<file path="src/rtl/mux_rr_scheduler_pkg.sv">
// ---------------------------------------------------------------------------
// mux_rr_scheduler_pkg
// Shared constants, state encoding and the rotating-priority pick helper used
// by the round-robin mux scheduler and its picker sub-module.
// ---------------------------------------------------------------------------
package mux_rr_scheduler_pkg;

  localparam int NREQ  = 4;
  localparam int SEL_W = 2;

  typedef enum logic {
    ST_IDLE = 1'b0,
    ST_BUSY = 1'b1
  } state_e;

  typedef struct packed {
    logic             any;
    logic [SEL_W-1:0] idx;
  } pick_t;

  // First requester set when scanning ptr, ptr+1, ... (mod NREQ).
  // The scan runs from the farthest candidate down to ptr itself, so the
  // last overwrite is the one closest to ptr in rotation order.
  function automatic pick_t rr_pick(input logic [NREQ-1:0]  req,
                                    input logic [SEL_W-1:0] ptr);
    pick_t            res;
    logic [SEL_W-1:0] cand;
    res.any = 1'b0;
    res.idx = {SEL_W{1'b0}};
    for (int k = NREQ - 1; k >= 0; k--) begin
      cand    = ptr + SEL_W'(k);
      res.idx = req[cand] ? cand : res.idx;
      res.any = res.any | req[cand];
    end
    return res;
  endfunction

  // One-hot decode of a requester index.
  function automatic logic [NREQ-1:0] onehot(input logic [SEL_W-1:0] idx);
    return {{(NREQ-1){1'b0}}, 1'b1} << idx;
  endfunction

endpackage

</file>
<file path="src/rtl/mux_rr_scheduler_if.sv">
// ---------------------------------------------------------------------------
// mux_rr_scheduler_if
// Bundle of the four requester lanes, the shared output stream and the
// grant/select observation outputs.
//   in_valid/in_data/in_last : requester beats (lane i = bits [i*WIDTH +: WIDTH])
//   in_ready                 : per-requester accept (one-hot or zero)
//   out_valid/out_data/out_last/out_ready : shared downstream stream
//   gnt/sel                  : registered grant and mux select
// modport slave  : the scheduler side
// modport master : the requesters + downstream side
// ---------------------------------------------------------------------------
interface mux_rr_scheduler_if #(
  parameter int WIDTH = 8
) ();
  import mux_rr_scheduler_pkg::*;

  logic [NREQ-1:0]       in_valid;
  logic [NREQ*WIDTH-1:0] in_data;
  logic [NREQ-1:0]       in_last;
  logic [NREQ-1:0]       in_ready;
  logic                  out_valid;
  logic [WIDTH-1:0]      out_data;
  logic                  out_last;
  logic                  out_ready;
  logic [NREQ-1:0]       gnt;
  logic [SEL_W-1:0]      sel;

  modport slave (
    input  in_valid, in_data, in_last, out_ready,
    output in_ready, out_valid, out_data, out_last, gnt, sel
  );

  modport master (
    output in_valid, in_data, in_last, out_ready,
    input  in_ready, out_valid, out_data, out_last, gnt, sel
  );

endinterface

</file>
<file path="src/rtl/mux_rr_scheduler_rr_pick4.sv">
// ---------------------------------------------------------------------------
// rr_pick4
// Combinational rotating-priority picker for four requesters.
//   req : request vector
//   ptr : index holding highest priority this round
//   idx : chosen requester (0 when nothing requested)
//   any : at least one request present
// ---------------------------------------------------------------------------
module rr_pick4
  import mux_rr_scheduler_pkg::*;
(
  input  logic [NREQ-1:0]  req,
  input  logic [SEL_W-1:0] ptr,
  output logic [SEL_W-1:0] idx,
  output logic             any
);

  pick_t pick_s;

  assign pick_s = rr_pick(req, ptr);
  assign idx    = pick_s.idx;
  assign any    = pick_s.any;

endmodule

</file>
<file path="src/rtl/mux_rr_scheduler.sv">
// ---------------------------------------------------------------------------
// mux_rr_scheduler
// Packet-level round-robin scheduler in front of a shared 4-to-1 mux.
// Grants one requester at a time, holds the grant until the packet's last
// beat is accepted (or MAX_BEATS beats have gone through) and routes that
// requester's beats onto the single output stream.
//   clk    : rising-edge clock
//   resetn : synchronous active-low reset
//   bus    : mux_rr_scheduler_if.slave (requester lanes, output stream,
//            gnt/sel observation)
// ---------------------------------------------------------------------------
module mux_rr_scheduler
  import mux_rr_scheduler_pkg::*;
#(
  parameter int WIDTH     = 8,
  parameter int MAX_BEATS = 16
) (
  input  logic                clk,
  input  logic                resetn,
  mux_rr_scheduler_if.slave   bus
);

  // A 1-bit counter is kept for MAX_BEATS == 1; it then sits at its limit.
  localparam int              CNT_W    = (MAX_BEATS > 1) ? $clog2(MAX_BEATS) : 1;
  localparam logic [CNT_W-1:0] CNT_LAST = CNT_W'(MAX_BEATS - 1);

  state_e           state_r,  state_nxt_s;
  logic [SEL_W-1:0] ptr_r,    ptr_nxt_s;
  logic [NREQ-1:0]  gnt_r,    gnt_nxt_s;
  logic [SEL_W-1:0] sel_r,    sel_nxt_s;
  logic [CNT_W-1:0] cnt_r,    cnt_nxt_s;

  logic [SEL_W-1:0] pick_idx_s;
  logic             pick_any_s;
  logic             busy_s;
  logic             out_valid_s;
  logic             out_last_s;
  logic             xfer_s;
  logic [WIDTH-1:0] mux_data_s;

  rr_pick4 u_rr_pick4 (
    .req (bus.in_valid),
    .ptr (ptr_r),
    .idx (pick_idx_s),
    .any (pick_any_s)
  );

  // While busy, sel_r always equals the granted index, so it drives both the
  // lane mux and the per-lane valid/last lookups.
  assign busy_s      = (state_r == ST_BUSY);
  assign out_valid_s = busy_s & bus.in_valid[sel_r];
  assign out_last_s  = busy_s & (bus.in_last[sel_r] | (cnt_r == CNT_LAST));
  assign xfer_s      = out_valid_s & bus.out_ready;

  // Per-bit 4-to-1 mux, select bits s1 = sel_r[1], s0 = sel_r[0].
  for (genvar b = 0; b < WIDTH; b++) begin : g_bitmux
    assign mux_data_s[b] = sel_r[1]
      ? (sel_r[0] ? bus.in_data[3*WIDTH + b] : bus.in_data[2*WIDTH + b])
      : (sel_r[0] ? bus.in_data[1*WIDTH + b] : bus.in_data[b]);
  end

  assign bus.out_valid = out_valid_s;
  assign bus.out_last  = out_last_s;
  assign bus.out_data  = busy_s ? mux_data_s : {WIDTH{1'b0}};
  assign bus.in_ready  = gnt_r & {NREQ{busy_s & bus.out_ready}};
  assign bus.gnt       = gnt_r;
  assign bus.sel       = sel_r;

  // Next-state logic: arbitration in IDLE, beat counting and release in BUSY.
  always_comb begin
    state_nxt_s = state_r;
    ptr_nxt_s   = ptr_r;
    gnt_nxt_s   = gnt_r;
    sel_nxt_s   = sel_r;
    cnt_nxt_s   = cnt_r;
    case (state_r)
      ST_IDLE: begin
        if (pick_any_s) begin
          state_nxt_s = ST_BUSY;
          gnt_nxt_s   = onehot(pick_idx_s);
          sel_nxt_s   = pick_idx_s;
          cnt_nxt_s   = {CNT_W{1'b0}};
        end else begin
          state_nxt_s = ST_IDLE;
        end
      end
      ST_BUSY: begin
        if (xfer_s && out_last_s) begin
          // Release; the requester after the current one leads next round.
          state_nxt_s = ST_IDLE;
          gnt_nxt_s   = {NREQ{1'b0}};
          ptr_nxt_s   = sel_r + SEL_W'(1);
          cnt_nxt_s   = {CNT_W{1'b0}};
        end else if (xfer_s) begin
          // Cannot overflow: at CNT_LAST the beat is forced last.
          cnt_nxt_s   = cnt_r + CNT_W'(1);
        end else begin
          state_nxt_s = ST_BUSY;
        end
      end
      default: begin
        state_nxt_s = ST_IDLE;
        gnt_nxt_s   = {NREQ{1'b0}};
        cnt_nxt_s   = {CNT_W{1'b0}};
      end
    endcase
  end

  // State, pointer, grant, select and beat counter registers.
  always_ff @(posedge clk) begin
    if (!resetn) begin
      state_r <= ST_IDLE;
      ptr_r   <= {SEL_W{1'b0}};
      gnt_r   <= {NREQ{1'b0}};
      sel_r   <= {SEL_W{1'b0}};
      cnt_r   <= {CNT_W{1'b0}};
    end else begin
      state_r <= state_nxt_s;
      ptr_r   <= ptr_nxt_s;
      gnt_r   <= gnt_nxt_s;
      sel_r   <= sel_nxt_s;
      cnt_r   <= cnt_nxt_s;
    end
  end

endmodule

</file>
<file path="src/flat_wrapper.sv">
// flat-port wrapper written by rule: the top's interface ports become plain ports
module mux_rr_scheduler_flat import mux_rr_scheduler_pkg::*;
#(
  parameter int WIDTH     = 8,
  parameter int MAX_BEATS = 16
)
  (clk, resetn, bus_in_valid, bus_in_data, bus_in_last, bus_out_ready, bus_in_ready, bus_out_valid, bus_out_data, bus_out_last, bus_gnt, bus_sel);
  mux_rr_scheduler_if #(.WIDTH(WIDTH)) bus_i ();
  input  logic clk;
  input  logic resetn;
  input wire logic [$bits(bus_i.in_valid)-1:0] bus_in_valid;
  input wire logic [$bits(bus_i.in_data)-1:0] bus_in_data;
  input wire logic [$bits(bus_i.in_last)-1:0] bus_in_last;
  input wire logic [$bits(bus_i.out_ready)-1:0] bus_out_ready;
  output wire logic [$bits(bus_i.in_ready)-1:0] bus_in_ready;
  output wire logic [$bits(bus_i.out_valid)-1:0] bus_out_valid;
  output wire logic [$bits(bus_i.out_data)-1:0] bus_out_data;
  output wire logic [$bits(bus_i.out_last)-1:0] bus_out_last;
  output wire logic [$bits(bus_i.gnt)-1:0] bus_gnt;
  output wire logic [$bits(bus_i.sel)-1:0] bus_sel;
  assign bus_i.in_valid = bus_in_valid;
  assign bus_i.in_data = bus_in_data;
  assign bus_i.in_last = bus_in_last;
  assign bus_i.out_ready = bus_out_ready;
  assign bus_in_ready = bus_i.in_ready;
  assign bus_out_valid = bus_i.out_valid;
  assign bus_out_data = bus_i.out_data;
  assign bus_out_last = bus_i.out_last;
  assign bus_gnt = bus_i.gnt;
  assign bus_sel = bus_i.sel;
  mux_rr_scheduler #(.WIDTH(WIDTH), .MAX_BEATS(MAX_BEATS)) u_core (.clk(clk), .resetn(resetn), .bus(bus_i));
endmodule
</file>
<file path="config.mk">
export PLATFORM = sky130hd
export DESIGN_NAME = mux_rr_scheduler_flat
export DESIGN_NICKNAME = d
export VERILOG_FILES = /design/src/rtl/mux_rr_scheduler_pkg.sv /design/src/rtl/mux_rr_scheduler_if.sv /design/src/rtl/mux_rr_scheduler_rr_pick4.sv /design/src/rtl/mux_rr_scheduler.sv /design/src/flat_wrapper.sv
export SDC_FILE = /design/constraint.sdc
export NUM_CORES = 1
export LEC_CHECK = 0
export ABC_CLOCK_PERIOD_IN_PS = 1900
export BUFFER_PORTS_ARGS = -buffer_cell sky130_fd_sc_hd__buf_4
export CAP_MARGIN = 20
export CORE_UTILIZATION = 42
export CTS_CLUSTER_SIZE = 8
export DETAILED_ROUTE_END_ITERATION = 10
export PLACE_DENSITY = 0.78
export SKIP_LAST_GASP = 1
export SLEW_MARGIN = 10
export SYNTH_ARGS = -nofsm -noshare
export SYNTH_HDL_FRONTEND = slang
export SYNTH_SLANG_ARGS = --single-unit
</file>
<file path="constraint.sdc">
create_clock -name clk -period 1.9 [get_ports clk]
set_input_delay 0.19 -clock clk [delete_from_list [all_inputs] [get_ports clk]]
set_output_delay 0.19 -clock clk [all_outputs]
set_load 0.02 [all_outputs]
</file>
After elaboration in Yosys (flattened, before gate mapping). Index checks and enable logic that the tools add are counted.

Word-level logic and storage cells: 86. Register bits: 13. Output and inout bits: 20.

Reductions and logical operators: 5. Bitwise operators: 10. Magnitude comparators: 5. $add $sub $neg: 5. Eq/ne operators: 4. Shift-type cells: 1. Muxes and demuxes: 51.

Operator list (number): 2-to-1 mux 1 bit (32); 2-to-1 mux 4 bit (5); one-hot mux 4 bit (2 select lines) (2); less-than comparator 2 x 3 -> 1 bit, second input constant (5); binary-select mux 1 bit (select 2 bit) (6); 2-to-1 mux 2 bit (4); 2-to-1 mux 8 bit (1); AND reduction 2 bit (4); adder 2 x 1 -> 2 bit, second input constant (2); adder 2 bit, second input constant (2); adder 4 x 1 -> 4 bit, second input constant (1); AND 1 bit (4); AND 4 bit (1); == test 4 bit, second input constant (1); OR 1 bit (4); << shifter 1 x 2 -> 4 bit, first input constant (1); != test 3 bit, second input constant (1); != test 2 x 1 -> 1 bit, second input constant (1); != test 2 bit, second input constant (1); one-hot mux 1 bit (2 select lines) (1); logical AND 1 bit (1); NOT 1 bit (1).

Logic depth before layout (Yosys ltp). Gate-level depths: netlist of run 1.

Depth in word-level cells: 10. Depth in mapped cells: 6.

By module. From an unflattened synthesis of run 1, not the netlist that was laid out.

Cell total of the unflattened synthesis: 105. Area total of the unflattened synthesis: 997.2 µm².

By module, submodules not included: mux_rr_scheduler (seq. area each 260.2 µm², area an instance 919.6 µm², instances 1, cells an instance 92); rr_pick4 (seq. area each 0.0 µm², area an instance 77.6 µm², instances 1, cells an instance 13).

Least setup slack after synthesis of run 1. No wires, ideal clock.

Path kind: register -> register. Start point: register u_core.sel_r[0] (netlist: u_core.bus.sel[0]). End point: register u_core.gnt_r[2] (netlist: u_core.bus.gnt[2]). Stages on the path, launching flop included: 7. Path slack: 0.054 ns. Required time: 1.830 ns. Data arrival time: 1.776 ns. Path through: dfxtp_1 mux4_2 a31oi_4 or2_1 buf_6 nor2b_4 o2bb2ai_1.

Word-level cells in the longest chain between the ends: 7.

RTL lines: start: declaration (RTL line mux_rr_scheduler.sv:30) `logic [SEL_W-1:0] sel_r, sel_nxt_s;`; start signal: assignment (RTL line mux_rr_scheduler.sv:115) `sel_r <= {SEL_W{1'b0}};`; start signal: assignment (RTL line mux_rr_scheduler.sv:121) `sel_r <= sel_nxt_s;`; binary-select mux 1 bit (select 2 bit) (on tied branches) (RTL line mux_rr_scheduler.sv:51, mux_rr_scheduler.sv:52); 2-to-1 mux 1 bit (on tied branches) (RTL line mux_rr_scheduler.sv:51, mux_rr_scheduler.sv:52); AND 1 bit / OR 1 bit (equally long branches) (RTL line mux_rr_scheduler.sv:51, mux_rr_scheduler.sv:52); AND 1 bit (on tied branches) (RTL line mux_rr_scheduler.sv:53, mux_rr_scheduler.sv:52); logical AND 1 bit * (RTL line mux_rr_scheduler.sv:88) `if (xfer_s && out_last_s) begin`; != test 2 bit (no line) *; AND reduction 2 bit (no line) *; end signal: assignment (RTL line mux_rr_scheduler.sv:114) `gnt_r <= {NREQ{1'b0}};`; end signal: assignment (RTL line mux_rr_scheduler.sv:120) `gnt_r <= gnt_nxt_s;`; end: declaration (RTL line mux_rr_scheduler.sv:29) `logic [NREQ-1:0] gnt_r, gnt_nxt_s;`.

Mark *: on every way between the ends. The rest lies on a longest branch, timed or not. The select of a mux whose other input is x is not followed. A chain may end at the register's enable or synchronous reset.

Worst setup path in the final report of run 1.
Start point: register u_core.sel_r[0] (netlist: u_core.bus.sel[0]). End point: output bus_out_data[4].

Word-level cells in the longest chain between the ends: 3.

RTL lines: 2-to-1 mux 1 bit (on tied branches) (RTL line mux_rr_scheduler.sv:59, mux_rr_scheduler.sv:58); 2-to-1 mux 1 bit * (RTL line mux_rr_scheduler.sv:58) `? (sel_r[0] ? bus.in_data[3*WIDTH + b] : bus.in_data[2*WIDTH + b])`; 2-to-1 mux 8 bit * (RTL line mux_rr_scheduler.sv:64) `assign bus.out_data = busy_s ? mux_data_s : {WIDTH{1'b0}};`; end: declaration (RTL line flat_wrapper.sv:17) `output wire logic [$bits(bus_i.out_data)-1:0] bus_out_data;`.

Mark *: on every way between the ends. The rest lies on a longest branch, timed or not.

==> flow_summary.toml, run 1 <==
[critical_path]
critPathSlowestCell = "mux4_2"
start_kind = "flip-flop"
slowest_delay_ns = 0.50
arrival_ns = 1.64
required_ns = 1.71
cp-end-kind = "output port"
path_cells = "buf_6, mux4_2, and2_1, buf_4"
path_max_fanout = 9
crit_type = "flip-flop to output port"

[final_layout]
layout_common_cells = "66 x buf_4, 12 x dfxtp_1, 10 x mux4_2, 10 x and2_1, 10 x nand2_1"
synthToLayoutAreaGrowth_pct = 54.1
num_antenna_cells = 0
fin_nets = 216
fin_util_pct = 69.1
drive_gt1_share_pct = 50.3
mostFrequentLayoutCell = "buf_4"
instances_no_fill = 199

[timing]
finalHoldViolCount = 0
finalCritPeriodShare_pct = 96.1
fmax_mhz = 548
tightest_slew_ns = 0.372
setup_tns_ns = 0
finalSetupViolCount = 0
fin_crit_ns = 1.83
finalClockSkew_ns = 0.00125
maxSlewHeadroom_pct = 74.9
slew_violations = 0
grt_setup_unrepaired = "no"

[yosys]
yosys_most_used_dff = "dfxtp_1"
yosys.area.top_type = "dfxtp_1"
async_flop_share_pct = 0
syn_area_um2 = 1000
synth_edf_count = 0
avgSynthCellArea_um2 = 9.44
ys_types = 34
synth_cells = 106
synthTopCellsByArea = "dfxtp_1 26%, mux4_2 23%, and2_1 6.3%"
synth_warnings = 0
ys_seq_elements = 13
syn_nets = 150
synth_top_area_share_pct = 26.0
ys_seq_area_share_pct = 26.0

[clock_tree]
h-tree-depth = 1
root_buffer = "clkbuf_4"
clk_pin_slew_ns = 0.08
tritoncts = "yes"
cts.sinks = 13
cts-buffers-inserted = 3
cts_buffer_depth = 2
clk_latency_ns = 0.28

[global_routing]
antenna_found_initial = 0
grt_pass1_wl_mm = 4.46
grtUsageTotal_pct = 22.6
grt_start_max_net_pins = 15
gr-total-overflow = 0
grt_pass1_vias = 1032

[floorplan]
io_pins = 63
dieArea_um2 = 2580
die-width_um = 50.8
die_y_um = 50.8
design.core.area_um2 = 2230
start_util_pct = 44.8
rows = 17

[power_and_ir_drop]
clkPwrFrac_pct = 22.9
powerDensity_nw_per_um2 = 500
p_leak_nw = 0.698
seqPwrFrac_pct = 38.5
max-vdd-ir-drop_uv = 390
combPwrFrac_pct = 38.6
power.switching_fraction_pct = 31.0
intPower_w = 0.000532
power_switching_w = 0.000239

[hold_path]
hold_path_class = "input port to flip-flop"

[route]
drt_iter0_markers = 8
drt_first_pass_iters = 4
post_drt_via_cell_ratio = 5.45
vias = 1084
drc = 0
wl_mm = 2.80
wire_per_inst_um = 14.1
ant_nets = 0

[placement]
dp_hpwl_mm = 2.27
gp_congestion = 0.832
placedCellCount = 195
io_buffers = 62

[job]
drv_cap = 0

[outcome]
status = "complete, no violations"
-- sequential cells by signal, summed over array words and instances (netlist names) --
name,count
u_core.busy_s,1
u_core.cnt_r,4
u_core.ptr_r,2
u_core.bus.gnt,4
u_core.bus.sel,2
-- power groups by stage --
| stage | Sequential (W) | Clock (W) | Combinational [W] |
|---|---|---|---|
| final | 0.000297 | 0.000177 | 0.000298 |
| after global placement | 0.000304 | 0 | 0.000290 |
| after global routing | 0.000299 | 0.000187 | 0.000319 |
| after floorplan | 0.000307 | 0 | 0.000150 |
| after CTS | 0.000297 | 0.000180 | 0.000301 |
| after detailed placement | 0.000305 | 0 | 0.000296 |
-- what timing repair did --
action / in CTS / in global routing
setup buffers: 1 / 0
gates cloned: 0 / 0
pin swaps: 0 / 0
resized for setup: 3 / 1
hold buffers: 0 / 0
endpoints found under the setup margin: 9 / 3
-- path summary, 6_finish.rpt --
kind,to,depth (start not counted),from,slack (ns)
worst max-delay path,bus_out_data[4],4,u_core.bus.sel[0]$_SDFFE_PN0P_,0.07
worst min-delay path,u_core.ptr_r[1]$_SDFFE_PN0P_,3,resetn,0.23
worst max register to register,u_core.bus.gnt[2]$_SDFFE_PN0P_,6,u_core.bus.sel[0]$_SDFFE_PN0P_,0.20
worst min register to register,u_core.cnt_r[1]$_SDFFE_PN0P_,2,u_core.cnt_r[1]$_SDFFE_PN0P_,0.48
-- per-layer routing --
layer,track usage [%],up-vias,wire (µm)
li1,-,525,-
met5,0,-,0
met3,4.17,7,232
met4,10.6,0,55
met2,38.0,45,1320
met1,27.9,507,1190
-- synthesized netlist by cell type (all sizes together), types with 2 or more instances --
library cell  number
dfxtp             13
and2              10
mux4              10
nand2             10
nand3             10
a21oi              5
a21boi             4
and3               4
buf                4
inv                4
nor2               4
nor2b              4
o21ai              4
a31oi              2
clkbuf             2
nand2b             2
nand4b             2
o2bb2ai            2
or3                2
-- cell type report --
| type | count | area (µm²) |
|---|---|---|
| Clock buffer | 4 | 26.3 |
| Inverter | 4 | 15.0 |
| Tap cell | 28 | 35.0 |
| Fill cell | 176 | 691 |
| Timing Repair Buffer | 67 | 507 |
| Sequential cell | 13 | 264 |
| Multi-Input combinational cell | 83 | 696 |
-- through the flow --
stage / hold WS (ns) / area (µm²) / setup slack (ns) / power (W)
5_1_grt: 0.238 / 1540 / 0.00542 / 0.000805
4_1_cts: 0.219 / 1550 / 0.00642 / 0.000778
3_5_place_dp: 0.473 / 1510 / 0.0451 / 0.000601
3_3_place_gp: 0.461 / 1510 / 0.109 / 0.000595
2_1_floorplan: 0.323 / 1000 / 0.0538 / 0.000457
6_report: 0.226 / 1540 / 0.0739 / 0.000771
-- worst max-delay path, delay by kind of cell (launching register included) --
kind | cells | cell delay (ns)
multiplexers | 1 | 0.50
flip-flops | 1 | 0.37
buffers and inverters | 2 | 0.31
AND/OR/NAND/NOR | 1 | 0.17
-- kinds of logic after synthesis --
family	count (synthesis)	synth area share (%)
AND/OR/NAND/NOR	50	28.2
AO/OA/AOI/OAI	21	16.4
flip-flops	13	26.0
buffers and inverters	10	4.75
multiplexers	10	22.5
XOR/XNOR	1	0.875
adder cells (fa/ha/maj)	1	1.25
Note: power is estimated with default switching activity, not from simulation.
==> run 2: changes to the inputs <==
- SETUP_SLACK_MARGIN: default -> 0.2
==> flow_summary.toml, run 2 (synthesized netlist as in run 1, its figures left out) <==
[hold_path]
hold_path_class = "input port to flip-flop"

[final_layout]
seq_area_um2 = 265
mostFrequentLayoutCell = "buf_4"
layout_common_cells = "63 x buf_4, 11 x dfxtp_1, 10 x mux4_2, 10 x nand2_1, 9 x nand3_1"
multi_input_area_um2 = 716
num_antenna_cells = 0
drive_gt1_share_pct = 57.4
synthToLayoutAreaGrowth_pct = 63.5
num-fill-cells = 168
fin_nets = 221

[critical_path]
arrival_ns = 1.63
cp-end-kind = "output port"
required_ns = 1.71
start_kind = "flip-flop"
path_max_fanout = 5
critPathSlowestCell = "mux4_2"
crit_buf_inv = 1
path_cells = "mux4_2, a31oi_4, nor2_2, buf_4"
slowest_delay_ns = 0.55
crit_type = "flip-flop to output port"
cp_top_family = "multiplexers"

[timing]
grt_setup_unrepaired = "yes"
fmax_mhz = 549
finalCritPeriodShare_pct = 95.9
fin_crit_ns = 1.82
tightest_slew_ns = 0.384
maxSlewHeadroom_pct = 74.3
slew_violations = 0
finalSetupViolCount = 0
finalClockSkew_ns = 0.00170
finalHoldViolCount = 0
setup_tns_ns = 0

[floorplan]
dieArea_um2 = 2580
start_util_pct = 44.8
design.core.area_um2 = 2230
io_pins = 63
die-width_um = 50.8
die_y_um = 50.8
rows = 17

[route]
post_drt_via_cell_ratio = 5.59
drt_iter0_markers = 24
drc = 0
wire_per_inst_um = 15.3
drt_first_pass_iters = 4
vias = 1141
wl_mm = 3.12
ant_nets = 0

[global_routing]
use_met1_pct = 27.2
gr-total-overflow = 0
busiest_layer = "met2"
grtUsageTotal_pct = 24.7
grt_use_met2_pct = 44.2
grt_pass1_wl_mm = 4.78
grt_start_max_net_pins = 15
use_met3_pct = 4.46
antenna_found_initial = 0
grt_pass1_vias = 1097

[clock_tree]
clk_latency_ns = 0.29
root_buffer = "clkbuf_4"
h-tree-depth = 1
tritoncts = "yes"
cts_buffer_depth = 2
clk_pin_slew_ns = 0.08
cts-buffers-inserted = 3
cts.sinks = 13
cts-hold-fix-buffers = 0

[outcome]
status = "complete, no violations"

[power_and_ir_drop]
powerDensity_nw_per_um2 = 502
p_leak_nw = 0.746
max-vdd-ir-drop_uv = 492
power.total_w = 0.000822

[placement]
io_buffers = 62
gp_congestion = 0.782
dp_hpwl_mm = 2.40

[job]
drv_cap = 0
-- run 2: final timing paths --
| kind | startpoint | endpoint | slack (ns) | depth (start not counted) |
|---|---|---|---|---|
| setup / recovery | u_core.bus.sel[0]$_SDFFE_PN0P_ | bus_out_last | 0.08 | 4 |
| hold / removal | resetn | u_core.ptr_r[1]$_SDFFE_PN0P_ | 0.22 | 3 |
| setup reg to reg | u_core.bus.sel[0]$_SDFFE_PN0P_ | u_core.bus.gnt[0]$_SDFFE_PN0P_ | 0.12 | 5 |
| hold reg to reg | u_core.bus.gnt[3]$_SDFFE_PN0P_ | u_core.bus.gnt[3]$_SDFFE_PN0P_ | 0.49 | 2 |
-- run 2: per-stage QoR --
step	util [%]	area [µm²]	std cells	hold slack (ns)	setup WS (ns)
final	73.3	1640	204	0.219	0.0779
after global routing	73.3	1640	204	0.232	0.0200
after CTS	70.3	1570	202	0.207	0.0401
after detailed placement	67.3	1500	194	0.481	0.0733
after global placement	67.3	1500	194	0.465	0.130
after floorplan	-	1000	106	0.323	0.229
-- run 2: final cells by class --
class,instances,share of cell area [%]
clock inverter,1,0.306
clock buffer,3,1.38
sequential,13,16.2
timing repair buffer,72,35.3
inverter,4,0.917
multi-input combinational,83,43.7
tap,28,2.14
-- run 2: per-layer routing --
| metal | routed length [µm] | vias to the layer above |
|---|---|---|
| li1 | - | 539 |
| met1 | 1210 | 535 |
| met2 | 1540 | 58 |
| met3 | 285 | 9 |
| met4 | 83 | 0 |
| met5 | 0 | - |
-- run 2: timing repair --
item,4_1_cts,5_1_grt
endpoints found under the setup margin,16,18
resized for setup,3,17
buffers inserted,4,2
pin swaps,0,5
-- run 2: power breakdown --
group	internal [W]	leakage, nW	switching [W]
Sequential	0.000283	0.107	0.0000164
Combinational	0.000201	0.621	0.000141
Clock	0.0000785	0.0177	0.000102
Total	0.000563	0.746	0.000259
-- run 2: tightest hold or removal path, delay by kind of cell --
kind,cells,cell delay (ns)
AOI/OAI and AO/OA,1,0.05
and+or+nand+nor,1,0.07
buffers and inverters,1,0.16
